==> src/rtl/keypad_pkg.sv <==
// keypad_pkg: width and key-index helpers shared by the keypad scanner, its bus and event FIFO.
// An event record is packed as {press, code[KW-1:0]}, so it is evt_w() bits wide.
package keypad_pkg;
    function automatic int cw(input int n);
        return (n > 1) ? $clog2(n) : 1;
    endfunction
    function automatic int key_w(input int rows, input int cols);
        return cw(rows * cols);
    endfunction
    function automatic int evt_w(input int rows, input int cols);
        return key_w(rows, cols) + 1;
    endfunction
    function automatic int key_idx(input int row, input int col, input int cols);
        return row * cols + col;
    endfunction
    function automatic int key_row(input int k, input int cols);
        return k / cols;
    endfunction
    function automatic int key_col(input int k, input int cols);
        return k % cols;
    endfunction
endpackage

==> src/rtl/keypad_matrix_scan_if.sv <==
// keypad_matrix_scan_if: keypad pins, debounced level map and press/release event stream.
interface keypad_matrix_scan_if
    import keypad_pkg::*;
#(
    parameter int ROWS = 4,
    parameter int COLS = 3
);
    localparam int KW = key_w(ROWS, COLS);
    logic [COLS-1:0]      keypadc;
    logic [ROWS-1:0]      keypadr;
    logic [ROWS*COLS-1:0] pressed;
    logic                 evt_valid;
    logic                 evt_ready;
    logic [KW-1:0]        evt_code;
    logic                 evt_press;
    modport master (
        input  keypadc, evt_ready,
        output keypadr, pressed, evt_valid, evt_code, evt_press
    );
    modport slave (
        output keypadc, evt_ready,
        input  keypadr, pressed, evt_valid, evt_code, evt_press
    );
endinterface

==> src/rtl/keypad_evt_fifo.sv <==
// keypad_evt_fifo: first-word-fall-through event buffer; head reads as zero while empty.
module keypad_evt_fifo #(
    parameter int W     = 8,
    parameter int DEPTH = 4
) (
    input  logic         clk,
    input  logic         rst_n,
    input  logic         push,
    input  logic [W-1:0] din,
    output logic         full,
    input  logic         pop,
    output logic [W-1:0] dout,
    output logic         valid
);
    localparam int AW = $clog2(DEPTH);
    logic [W-1:0]  mem [DEPTH];
    logic [AW-1:0] wr, rd;
    logic [AW:0]   cnt;
    logic          do_push, do_pop;
    assign valid   = cnt != '0;
    assign full    = cnt[AW];
    assign do_pop  = pop && valid;
    assign do_push = push && (!full || do_pop);
    assign dout    = valid ? mem[rd] : '0;
    always_ff @(posedge clk)
        if (do_push) mem[wr] <= din;
    always_ff @(posedge clk or negedge rst_n)
        if (!rst_n) begin
            wr  <= '0;
            rd  <= '0;
            cnt <= '0;
        end else begin
            if (do_push) wr <= wr + 1'b1;
            if (do_pop) rd <= rd + 1'b1;
            if (do_push && !do_pop) cnt <= cnt + 1'b1;
            else if (!do_push && do_pop) cnt <= cnt - 1'b1;
        end
endmodule

==> src/rtl/keypad_matrix_scan.sv <==
// keypad_matrix_scan: row-scans a ROWS x COLS keypad, debounces every key and
// publishes a level map plus a buffered press/release event stream.
module keypad_matrix_scan
    import keypad_pkg::*;
#(
    parameter int ROWS       = 4,
    parameter int COLS       = 3,
    parameter int SCAN_DIV   = 1024,
    parameter int DEBOUNCE   = 4,
    parameter int FIFO_DEPTH = 4
) (
    input  logic                 clk,
    input  logic                 rst_n,
    input  logic                 en,
    keypad_matrix_scan_if.master bus
);
    localparam int KEYS = ROWS * COLS;
    localparam int KW   = key_w(ROWS, COLS);
    localparam int RW   = cw(ROWS);
    localparam int PW   = cw(SCAN_DIV);
    localparam int DW   = cw(DEBOUNCE + 1);
    typedef struct packed {
        logic          press;
        logic [KW-1:0] code;
    } evt_t;
    logic [COLS-1:0] c_meta, c_sync;
    logic [PW-1:0]   pre;
    logic [RW-1:0]   row;
    logic [DW-1:0]   deb [KEYS];
    logic [KEYS-1:0] pressed, elig, win;
    logic            tick, full, space, found, commit;
    evt_t            push_evt, head;
    assign tick   = en && pre == PW'(SCAN_DIV - 1);
    assign space  = !full || (bus.evt_valid && bus.evt_ready);
    assign commit = found && space;
    // Keys are visited in index order, so within the sampled row the lowest column wins.
    always_comb begin
        elig     = '0;
        win      = '0;
        found    = 1'b0;
        push_evt = '0;
        for (int k = 0; k < KEYS; k++)
            elig[k] = tick && row == RW'(key_row(k, COLS)) && c_sync[key_col(k, COLS)] != pressed[k]
                      && deb[k] >= DW'(DEBOUNCE - 1);
        for (int k = 0; k < KEYS; k++)
            if (elig[k] && !found) begin
                win[k]   = 1'b1;
                found    = 1'b1;
                push_evt = '{press: !pressed[k], code: KW'(k)};
            end
    end
    // A blocked eligible key saturates its counter and retries on its row's next tick.
    always_ff @(posedge clk or negedge rst_n)
        if (!rst_n) begin
            c_meta  <= '0;
            c_sync  <= '0;
            pre     <= '0;
            row     <= '0;
            pressed <= '0;
            for (int k = 0; k < KEYS; k++) deb[k] <= '0;
        end else begin
            c_meta <= bus.keypadc;
            c_sync <= c_meta;
            if (en) pre <= tick ? '0 : pre + 1'b1;
            if (tick) row <= (row == RW'(ROWS - 1)) ? '0 : row + 1'b1;
            if (commit) pressed <= pressed ^ win;
            for (int k = 0; k < KEYS; k++)
                if (tick && row == RW'(key_row(k, COLS)))
                    deb[k] <= ((commit && win[k]) || c_sync[key_col(k, COLS)] == pressed[k]) ? '0 :
                              (deb[k] == DW'(DEBOUNCE)) ? deb[k] : deb[k] + 1'b1;
        end
    keypad_evt_fifo #(.W($bits(evt_t)), .DEPTH(FIFO_DEPTH)) u_fifo (
        .clk   (clk),
        .rst_n (rst_n),
        .push  (commit),
        .din   (push_evt),
        .full  (full),
        .pop   (bus.evt_ready),
        .dout  (head),
        .valid (bus.evt_valid)
    );
    assign bus.keypadr   = en ? ROWS'(1) << row : '0;
    assign bus.pressed   = pressed;
    assign bus.evt_code  = head.code;
    assign bus.evt_press = head.press;
endmodule

==> src/flat_wrapper.sv <==
// flat-port wrapper written by rule: the top's interface ports become plain ports
module keypad_matrix_scan_flat import keypad_pkg::*;
#(
    parameter int ROWS       = 4,
    parameter int COLS       = 3,
    parameter int SCAN_DIV   = 1024,
    parameter int DEBOUNCE   = 4,
    parameter int FIFO_DEPTH = 4
)
  (clk, rst_n, en, bus_keypadc, bus_evt_ready, bus_keypadr, bus_pressed, bus_evt_valid, bus_evt_code, bus_evt_press);
  keypad_matrix_scan_if #(.ROWS(ROWS), .COLS(COLS)) bus_i ();
  input  logic clk;
  input  logic rst_n;
  input  logic en;
  input wire logic [$bits(bus_i.keypadc)-1:0] bus_keypadc;
  input wire logic [$bits(bus_i.evt_ready)-1:0] bus_evt_ready;
  output wire logic [$bits(bus_i.keypadr)-1:0] bus_keypadr;
  output wire logic [$bits(bus_i.pressed)-1:0] bus_pressed;
  output wire logic [$bits(bus_i.evt_valid)-1:0] bus_evt_valid;
  output wire logic [$bits(bus_i.evt_code)-1:0] bus_evt_code;
  output wire logic [$bits(bus_i.evt_press)-1:0] bus_evt_press;
  assign bus_i.keypadc = bus_keypadc;
  assign bus_i.evt_ready = bus_evt_ready;
  assign bus_keypadr = bus_i.keypadr;
  assign bus_pressed = bus_i.pressed;
  assign bus_evt_valid = bus_i.evt_valid;
  assign bus_evt_code = bus_i.evt_code;
  assign bus_evt_press = bus_i.evt_press;
  keypad_matrix_scan #(.ROWS(ROWS), .COLS(COLS), .SCAN_DIV(SCAN_DIV), .DEBOUNCE(DEBOUNCE), .FIFO_DEPTH(FIFO_DEPTH)) u_core (.clk(clk), .rst_n(rst_n), .en(en), .bus(bus_i));
endmodule
==> config.mk <==
export PLATFORM = sky130hd
export DESIGN_NAME = keypad_matrix_scan_flat
export DESIGN_NICKNAME = d
export VERILOG_FILES = /design/src/rtl/keypad_pkg.sv /design/src/rtl/keypad_matrix_scan_if.sv /design/src/rtl/keypad_evt_fifo.sv /design/src/rtl/keypad_matrix_scan.sv /design/src/flat_wrapper.sv
export SDC_FILE = /design/constraint.sdc
export NUM_CORES = 1
export LEC_CHECK = 0
export ABC_AREA = 1
export BUFFER_PORTS_ARGS = -buffer_cell sky130_fd_sc_hd__buf_2
export CORE_MARGIN = 1.5
export CORE_UTILIZATION = 64
export CTS_BUF_LIST = sky130_fd_sc_hd__clkbuf_8
export DETAILED_ROUTE_END_ITERATION = 10
export GPL_TIMING_DRIVEN = 0
export PLACE_DENSITY_LB_ADDON = 0.3
export SYNTH_ARGS = -nofsm -noshare
export SYNTH_HDL_FRONTEND = slang
export SYNTH_HIERARCHICAL = 1
export SYNTH_SLANG_ARGS = --single-unit
==> constraint.sdc <==
create_clock -name clk -period 4.4 [get_ports clk]
set_input_delay 0.88 -clock clk [delete_from_list [all_inputs] [get_ports clk]]
set_output_delay 0.88 -clock clk [all_outputs]
set_load 0.02 [all_outputs]
Word-level counts from Yosys, hierarchy flattened

Memory sizes are Yosys's and may differ from the RTL's.
Index checks and enable logic that the tools add are counted.

Bits of input ports: 7
RAM bits: 20
Memories: 1
Bits in registers: 73
Output and inout bits: 22
Logic and storage cells: 283

Reduce and logical (&&, ||, !) cells: 111
Bitwise logic cells: 1
Magnitude comparators: 12
Add/sub/neg operators: 18
Multiplexer cells: 67
Equality and inequality tests: 52
Shift operators: 1

Memory list:

| name              | depth | width | rd ports | clocked after Yosys merged registers in | write ports | RTL line              | RTL |
|---|---|---|---|---|---|---|---|
| u_core.u_fifo.mem | 4     | 5     | 1        | 0                                       | 1           | keypad_evt_fifo.sv:16 | `logic [W-1:0] mem [DEPTH];` |

Operators with widths:

| cell                                                                                 | count |
|---|---|
| 3-bit two-way mux                                                                    | 26 |
| 5-bit two-way mux                                                                    | 13 |
| 1-bit logical AND                                                                    | 57 |
| 3-bit by 1-bit adder with 3-bit output (second input constant)                       | 13 |
| 3-bit equality test (second input constant)                                          | 12 |
| 3-bit by 2-bit greater-or-equal comparator with 1-bit output (second input constant) | 12 |
| 1-bit logical NOT                                                                    | 26 |
| 1-bit two-way mux                                                                    | 25 |
| 2-bit by 1-bit inequality test with 1-bit output (second input constant)             | 12 |
| 2-bit AND reduction                                                                  | 12 |
| 1-bit logical OR                                                                     | 13 |
| 1-bit equality test                                                                  | 12 |
| 1-bit inequality test                                                                | 12 |
| 12-bit bitwise XOR                                                                   | 1 |
| 10-bit by 1-bit adder with 10-bit output (second input constant)                     | 1 |
| 10-bit equality test (second input constant)                                         | 1 |
| 10-bit two-way mux                                                                   | 1 |
| 2-bit by 1-bit adder with 2-bit output (second input constant)                       | 3 |
| 2-bit equality test (second input constant)                                          | 2 |
| 4-bit two-way mux                                                                    | 1 |
| 1-bit by 2-bit left shift with 4-bit output (first input constant)                   | 1 |
| 3-bit nonzero test                                                                   | 1 |
| 3-bit by 1-bit subtractor with 3-bit output (second input constant)                  | 1 |
| 2-bit by 1-bit equality test with 1-bit output (second input constant)               | 1 |
| other kinds (3)                                                                      | 3 |

Longest topological paths before layout

Gate-level depths: netlist (run 1).

Depth after elaboration: 45
Mapped depth: 24
Gate-level depth less buffers: 24

Cells and area by module

Netlist (run 1), hierarchy kept.

Modules (own cells, without submodules):

| module             | seq. area each (um2) | cells each | instances | area each (um2) |
|---|---|---|---|---|
| keypad_matrix_scan | 1,651.6              | 692        | 1         | 4,797.1 |
| keypad_evt_fifo    | 775.7                | 132        | 1         | 1,293.7 |

Worst setup path after synthesis (run 1)

Ideal clock, no wire load.

Path kind: input to register
Start point: input port en
End point: register u_core.u_fifo.cnt[2]
Library setup time: 117 ps
Required time: 4,283 ps
Path buffers: 0
Stages: 21
Setup slack: 1,010 ps
Data arrival time: 3,273 ps
Cell sequence: inv_2 -> nor2_1 -> nand3_1 -> nor2_1 -> nand2_1 -> nand4_2 -> nor2_2 -> nand4_2 -> nor2_4 -> nand3_4 -> nand2_2 -> inv_1 -> o21ai_4 -> inv_1 -> ha_1 -> inv_1 -> fa_1 -> nand2_1 -> nand3_1 -> nand2_1 -> nand2_1

Cells in the longest elaborated chain, start to end: 43
Elaborated cells between the ends (all ways): 70
Those cells by class: mux: 13; reduce/logical: 57

Ends and longest elaborated chain:

| what                                | RTL line                 | RTL |
|---|---|---|
| start, declared                     | flat_wrapper.sv:14       | `input logic en;` |
| 1-bit logical AND *                 | keypad_matrix_scan.sv:33 | `assign tick = en && pre == PW'(SCAN_DIV - 1);` |
| 1-bit logical AND (2 in series)     | keypad_matrix_scan.sv:43 | `elig[k] = tick && row == RW'(key_row(k, COLS)) && c_sync[key_col(k, COLS)] != pressed[k]` |
| 1-bit logical AND                   | keypad_matrix_scan.sv:44 | `&& deb[k] >= DW'(DEBOUNCE - 1);` |
| 1-bit two-way mux                   | keypad_matrix_scan.sv:46 | `if (elig[k] && !found) begin` |
| 1-bit logical NOT                   | keypad_matrix_scan.sv:46 |  |
| 1-bit logical AND                   | keypad_matrix_scan.sv:46 |  |
| 1-bit two-way mux                   | keypad_matrix_scan.sv:46 |  |
| 1-bit logical NOT                   | keypad_matrix_scan.sv:46 |  |
| [28 not listed]                     | --                       |  |
| 1-bit two-way mux *                 | keypad_matrix_scan.sv:46 |  |
| 1-bit logical AND *                 | keypad_matrix_scan.sv:35 | `assign commit = found && space;` |
| named net u_core.commit             | keypad_matrix_scan.sv:31 | `logic tick, full, space, found, commit;` |
| 1-bit logical AND *                 | keypad_evt_fifo.sv:23    | `assign do_push = push && (!full \|\| do_pop);` |
| named net u_core.u_fifo.do_push     | keypad_evt_fifo.sv:19    | `logic do_push, do_pop;` |
| 1-bit logical NOT                   | keypad_evt_fifo.sv:36    | `else if (!do_push && do_pop) cnt <= cnt - 1'b1;` |
| 1-bit logical AND                   | keypad_evt_fifo.sv:36    |  |
| 2-bit nonzero test (no source line) | --                       |  |
| end signal, assigned                | keypad_evt_fifo.sv:35    | `if (do_push && !do_pop) cnt <= cnt + 1'b1;` |
| end signal, assigned                | keypad_evt_fifo.sv:36    |  |
| end, declared                       | keypad_evt_fifo.sv:18    | `logic [AW:0] cnt;` |

Mark *: on every way through the listed nets, which the timed path passes. The rest lies on a longest branch.
A chain may end at the register's enable or synchronous reset.

Worst setup path after layout (run 1)

Same ends and word-level chain as after synthesis.

==> metrics.cfg, run 1 <==
[route]
routed_wl_mm = 13.2
first_iter_violations = 319
drtAntennaViolNets = 0
num_vias = 5202
dr.pass1.iters = 5
avgViaCountPerCell = 5.21
drt-wirelength-per-cell_um = 13.2
drcViolationCount = 0

[clock_tree]
cts_hold_buf = 0
cts_setup_buffers = 0
cts_max_level = 3
tritoncts = yes
cts-root-buf = clkbuf_8
clock_latency_ns = 0.36
cts.clk_slew.worst_paths_ns = 0.09
postCtsResizedCells = 0
cts_buffers = 9
clkSinkCount = 93
clock_path_buffers = 2

[sta]
setup_ws_ns = 0.531
skew_ns = 0.0151
hold_viol = 0
final-setup-viol-count = 0
relSlewSlack = 0.596
rsz0062_at_grt = false
fin_setup_tns_ns = 0
fin_crit_ns = 3.87
slew_viol_final = 0
worst_slew_pin_slew_ns = 0.604
timing.fmax_mhz = 258
post-route-period-util = 0.879

[placed_design]
portBuffers = 28
dp_worst_setup_slack_ns = 0.182
gp_congestion = 0.898
place_hpwl_mm = 9.96

[setup_path]
crit_chain = buf_2, inv_2, nor2_1, nand3_1, nor2_1, nand2_1, nand4_2, nor2_2, nand4_2, nor2_4, nand3_4, nand2_2, inv_1, o21ai_4, inv_1, ha_1, inv_1, fa_1, nand2_1, nand3_1, nand2_1, nand2_1
critPathMaxStageDelay_ns = 0.50
critPathKind = in -> reg
critPathMaxFanout = 10
rr_endpoint = u_core/u_fifo/cnt[2]
critical_path.startpoint = en
crit_path_end = u_core/u_fifo/cnt[2]
r2r_slack_ns = 0.55
reg2reg_from = u_core/pre[1]
worstPathArrival_ns = 4.13
crit_required_ns = 4.66
slowest_stage = nor2_1
worstSetupPathDepth = 22
reg2reg_depth = 22
crit_path_start_kind = input pin
crit_family = simple AND/OR/NAND/NOR gates
crit_buf_inv = 5
cpMostUsedCell = nand2_1
crit_path_end_kind = flop

[logic_synthesis]
syn_avg_cell_area_um2 = 7.39
synthArstFlopShare = 0.785
yosys_warnings = 6
postSynthNetCount = 879
synth_cells = 824
synth_cell_types = 35
synth_seq_cells = 93
synth_edf_count = 20
synth_area_um2 = 6090
ys_seq_area_frac = 0.399
synth_ff_type = dfrtp_1

[final_layout]
layout-drive-gt1-share = 0.101
final_cell_mix = nand2_1, inv_1, nor2_1
diodes = 0
fin_nets = 919
final_common_cell = nand2_1
fillCellCount = 710
areaGrowthSynthToFinish_pct = 8.63

[run_status]
status = complete, no violations

[power]
powerDensity_nw_per_um2 = 251
p_leak_uw = 0.00351
vdd_drop_max_mv = 0.196

[die]
io_pins = 29
core_area_um2 = 9240
start_util = 0.659
die_area_um2 = 10100
die_y_um = 101
placementRows = 35
die_w_um = 101

[global_route]
grt_pass1_vias = 4998
grt_start_max_net_pins = 44
grt_pass1_wl_mm = 22.1
antenna_found_initial = 0
grt_use_total = 0.280
overflow = 0

[job]
maxCapViolations = 0

[min_path]
hold_path.class = reg -> reg

[power by group]
part,switching [uW],internal (uW),leakage (uW),total (uW)
registers,33.9,915,0.00111,948
clock network,300,274,0.000109,574
logic,88.5,51.2,0.00230,140
[area by class of cell]
type | count | area [um2] | share of cell area
plain buffers | 8 | 45.0 | 0.00681
flip-flops and latches | 93 | 2430 | 0.367
repair buffers | 29 | 170 | 0.0257
inverters | 170 | 638 | 0.0964
clock inverters | 6 | 56.3 | 0.00851
clock buffers | 10 | 138 | 0.0208
multi-input cells | 553 | 2980 | 0.450
well taps | 129 | 161 | 0.0244
[how the worst min path moves through the flow]
| stage | slack (ns) | depth (start not counted) | startpoint | endpoint |
|---|---|---|---|---|
| after global placement | 0.33 | 0 | u_core/c_meta[0] | u_core/c_sync[0] |
| after floorplan | 0.33 | 0 | u_core/c_meta[0] | u_core/c_sync[0] |
| final | 0.36 | 0 | u_core/c_meta[0] | u_core/c_sync[0] |
| after global routing | 0.36 | 0 | u_core/c_meta[0] | u_core/c_sync[0] |
| after detailed placement | 0.34 | 0 | u_core/c_meta[2] | u_core/c_sync[2] |
| after CTS | 0.36 | 0 | u_core/c_meta[0] | u_core/c_sync[0] |
[registers in the layout, summed over array words and instances, names as in the netlist]
register / count
u_core/row: 2
u_core/u_fifo/rd: 2
u_core/u_fifo/wr: 2
u_core/c_meta: 3
u_core/deb: 36
u_core/bus.pressed: 12
u_core/u_fifo/mem: 20
u_core/pre: 10
u_core/u_fifo/cnt: 3
u_core/c_sync: 3
[Yosys cell counts (all sizes together), types with 4 or more instances]
cell type	count	area, um2
edfxtp	20	601
nor2	89	349
xnor2	9	78.8
nand3	89	548
xor2	7	61.3
inv	170	638
nand2	239	902
nor3	11	65.1
buf	7	41.3
a21oi	10	50.1
ha	47	588
dfrtp	73	1830
or2	4	25.0
o21ai	29	160
nand4	13	93.8
[kinds of logic after synthesis]
group,Yosys count,synth area share
AO/OA/AOI/OAI,41,0.0374
AND/OR/NAND/NOR,448,0.329
flip-flops,93,0.399
XOR/XNOR,16,0.0230
buffers and inverters,178,0.112
adder cells (fa/ha/maj),48,0.0998
[per-layer routing]
layer | vias up | track usage | part of all wire
li1 | 2622 | - | -
met1 | 2430 | 0.341 | 0.43
met2 | 123 | 0.496 | 0.50
met3 | 27 | 0.0485 | 0.056
met4 | 0 | 0.107 | 0.022
met5 | - | 0 | 0
[metrics by stage]
step	utilization	instance area, um2	hold WS (ns)	std cells	power [uW]
after global routing	0.716	6620	0.360	998	1740
after floorplan	-	6090	0.331	824	1050
final	0.716	6620	0.356	998	1660
after global placement	0.692	6390	0.331	981	1090
after CTS	0.716	6620	0.357	998	1670
after detailed placement	0.695	6420	0.336	982	1100
No activity file was read; power rests on OpenSTA's default activity.
==> run 2, diff against run 1 <==
--- a/config.mk
+++ b/config.mk
@@ -13,6 +13,7 @@
 export DETAILED_ROUTE_END_ITERATION = 10
 export GPL_TIMING_DRIVEN = 0
 export PLACE_DENSITY_LB_ADDON = 0.3
+export RECOVER_POWER = 25
 export SYNTH_ARGS = -nofsm -noshare
 export SYNTH_HDL_FRONTEND = slang
 export SYNTH_HIERARCHICAL = 1
==> metrics.cfg, run 2 (synthesized netlist as in run 1, its figures left out) <==
[clock_tree]
clkSinkCount = 93  ; unchanged
cts_buffers = 9  ; unchanged
cts_max_level = 3  ; unchanged
cts_hold_buf = 0  ; unchanged
clock_latency_ns = 0.36  ; about the same
postCtsResizedCells = 0  ; unchanged
clock_path_buffers = 2  ; unchanged
cts-root-buf = clkbuf_8
tritoncts = yes
cts_setup_buffers = 0  ; unchanged
cts.clk_slew.worst_paths_ns = 0.09  ; about the same

[run_status]
status = complete, but fails checks
violations = max-capacitance violations, max-slew violations

[setup_path]
critical_path.startpoint = en
r2r_slack_ns = 0.54  ; about the same
cpMostUsedCell = inv_1
crit_path_start_kind = input pin
reg2reg_from = u_core/pre[1]
rr_endpoint = u_core/u_fifo/cnt[2]
critPathKind = in -> reg
crit_path_end = u_core/u_fifo/cnt[2]
crit_chain = buf_2, inv_2, nor2_1, nand3_1, nor2_1, nand3_1, inv_1, nor2_2, nand4_2, nor2_4, nand3_4, nand2_2, inv_1, o21ai_4, inv_1, ha_1, inv_1, fa_1, nand2_1, nand3_1, nand2_1, nand2_1
reg2reg_depth = 22  ; unchanged
worstPathArrival_ns = 4.13  ; about the same
critPathMaxFanout = 10  ; unchanged
crit_path_end_kind = flop
slowest_stage = nor2_1
critPathMaxStageDelay_ns = 0.51  ; about the same
crit_required_ns = 4.65  ; about the same

[job]
maxCapViolations = 1  ; +1

[final_layout]
fillCellCount = 710  ; unchanged
layoutNonFillerInstCount = 998  ; unchanged
top_register = u_core/deb
areaGrowthSynthToFinish_pct = 8.57  ; about the same
diodes = 0  ; unchanged
fin_nets = 919  ; unchanged
layout-drive-gt1-share = 0.100  ; -0.00115
post-route-util = 0.716  ; about the same
final_area_um2 = 6610  ; about the same
reg_top3 = u_core/deb x36, u_core/u_fifo/mem x20, u_core/bus.pressed x12
largest_reg_flops = 36  ; unchanged
final_common_cell = nand2_1
final_cell_mix = nand2_1, inv_1, nor2_1

[power]
power_uw = 1660  ; about the same
vdd_drop_max_mv = 0.196  ; about the same
p_leak_uw = 0.00351  ; -0.10%
powerDensity_nw_per_um2 = 251  ; about the same

[sta]
timing.fmax_mhz = 258  ; -0.18%
relSlewSlack = -0.306  ; -0.902
rsz0062_at_grt = false
slew_viol_final = 31  ; +31
hold_viol = 0  ; unchanged
fin_setup_tns_ns = 0  ; unchanged
final-setup-viol-count = 0  ; unchanged
post-route-period-util = 0.881  ; +0.00160
fin_crit_ns = 3.88  ; +0.00702 ns
skew_ns = 0.0162  ; +0.00104 ns
worst_slew_pin_slew_ns = 1.96  ; +1.36 ns

[die]
io_pins = 29  ; unchanged
core_area_um2 = 9240  ; unchanged
placementRows = 35  ; unchanged
die_w_um = 101  ; unchanged
start_util = 0.659  ; unchanged
die_area_um2 = 10100  ; unchanged
die_y_um = 101  ; unchanged

[global_route]
grt_pass1_vias = 4998  ; unchanged
grt_pass1_wl_mm = 22.1  ; unchanged
overflow = 0  ; unchanged
grt_start_max_net_pins = 44  ; unchanged
antenna_found_initial = 0  ; unchanged
grt_use_total = 0.280  ; unchanged

[placed_design]
gp_congestion = 0.898  ; unchanged
place_hpwl_mm = 9.96  ; unchanged
portBuffers = 28  ; unchanged
dp.cells = 982  ; unchanged
dpl_cell_area_um2 = 6420  ; unchanged

[route]
routed_wl_mm = 13.2  ; +0.15%
drt-wirelength-per-cell_um = 13.2  ; +0.15%
drcViolationCount = 0  ; unchanged
dr.pass1.iters = 5  ; unchanged
avgViaCountPerCell = 5.23  ; +0.33%
num_vias = 5219  ; +0.33%
first_iter_violations = 314  ; -1.6%
drtAntennaViolNets = 0  ; unchanged

[min_path]
hold_path.class = reg -> reg

[run 2: worst min-delay path by stage]
stage	to	slack [ns]	cells past startpoint	start
3_3_place_gp	u_core/c_sync[0]	0.33	0	u_core/c_meta[0]
2_1_floorplan	u_core/c_sync[0]	0.33	0	u_core/c_meta[0]
4_1_cts	u_core/c_sync[0]	0.36	0	u_core/c_meta[0]
5_1_grt	u_core/c_sync[0]	0.36	0	u_core/c_meta[0]
3_5_place_dp	u_core/c_sync[2]	0.34	0	u_core/c_meta[2]
6_report	u_core/c_sync[0]	0.36	0	u_core/c_meta[0]
[run 2: worst max-delay path: cells and delay by family]
family	cells	cell delay [ns]
and+or+nand+nor	13	1.93
buffers and inverters	6	0.65
adders and majority gates	2	0.56
AOI/OAI and AO/OA	1	0.11
[run 2: area by class of cell]
class | count | area (um2) | share of cell area
multi-input cells | 553 | 2980 | 0.451
flip-flops and latches | 93 | 2430 | 0.367
inverters | 170 | 638 | 0.0965
repair buffers | 29 | 166 | 0.0252
well taps | 129 | 161 | 0.0244
clock buffers | 10 | 138 | 0.0208
clock inverters | 6 | 56.3 | 0.00851
plain buffers | 8 | 45.0 | 0.00681
[run 2: where the power goes]
part           total, uW  leakage (uW)  switching (uW)  internal (uW)
combinational        140       0.00229            88.7           51.1
clock                572      0.000109             298            274
sequential           948       0.00111            33.9            915
total               1660       0.00351             421           1240
[run 2: per-layer routing]
metal / up-vias / GRT usage / share of wire
li1: 2623 / - / -
met4: 0 / 0.107 / 0.022
met3: 27 / 0.0485 / 0.053
met5: - / 0 / 0
met1: 2445 / 0.341 / 0.43
met2: 124 / 0.496 / 0.50
[run 2: per-stage QoR]
step	worst slack, ns	hold WS [ns]
floorplan	1.01	0.331
global placement	0.294	0.331
detailed placement	0.182	0.336
CTS	0.567	0.357
global route	0.200	0.360
finish	0.524	0.356
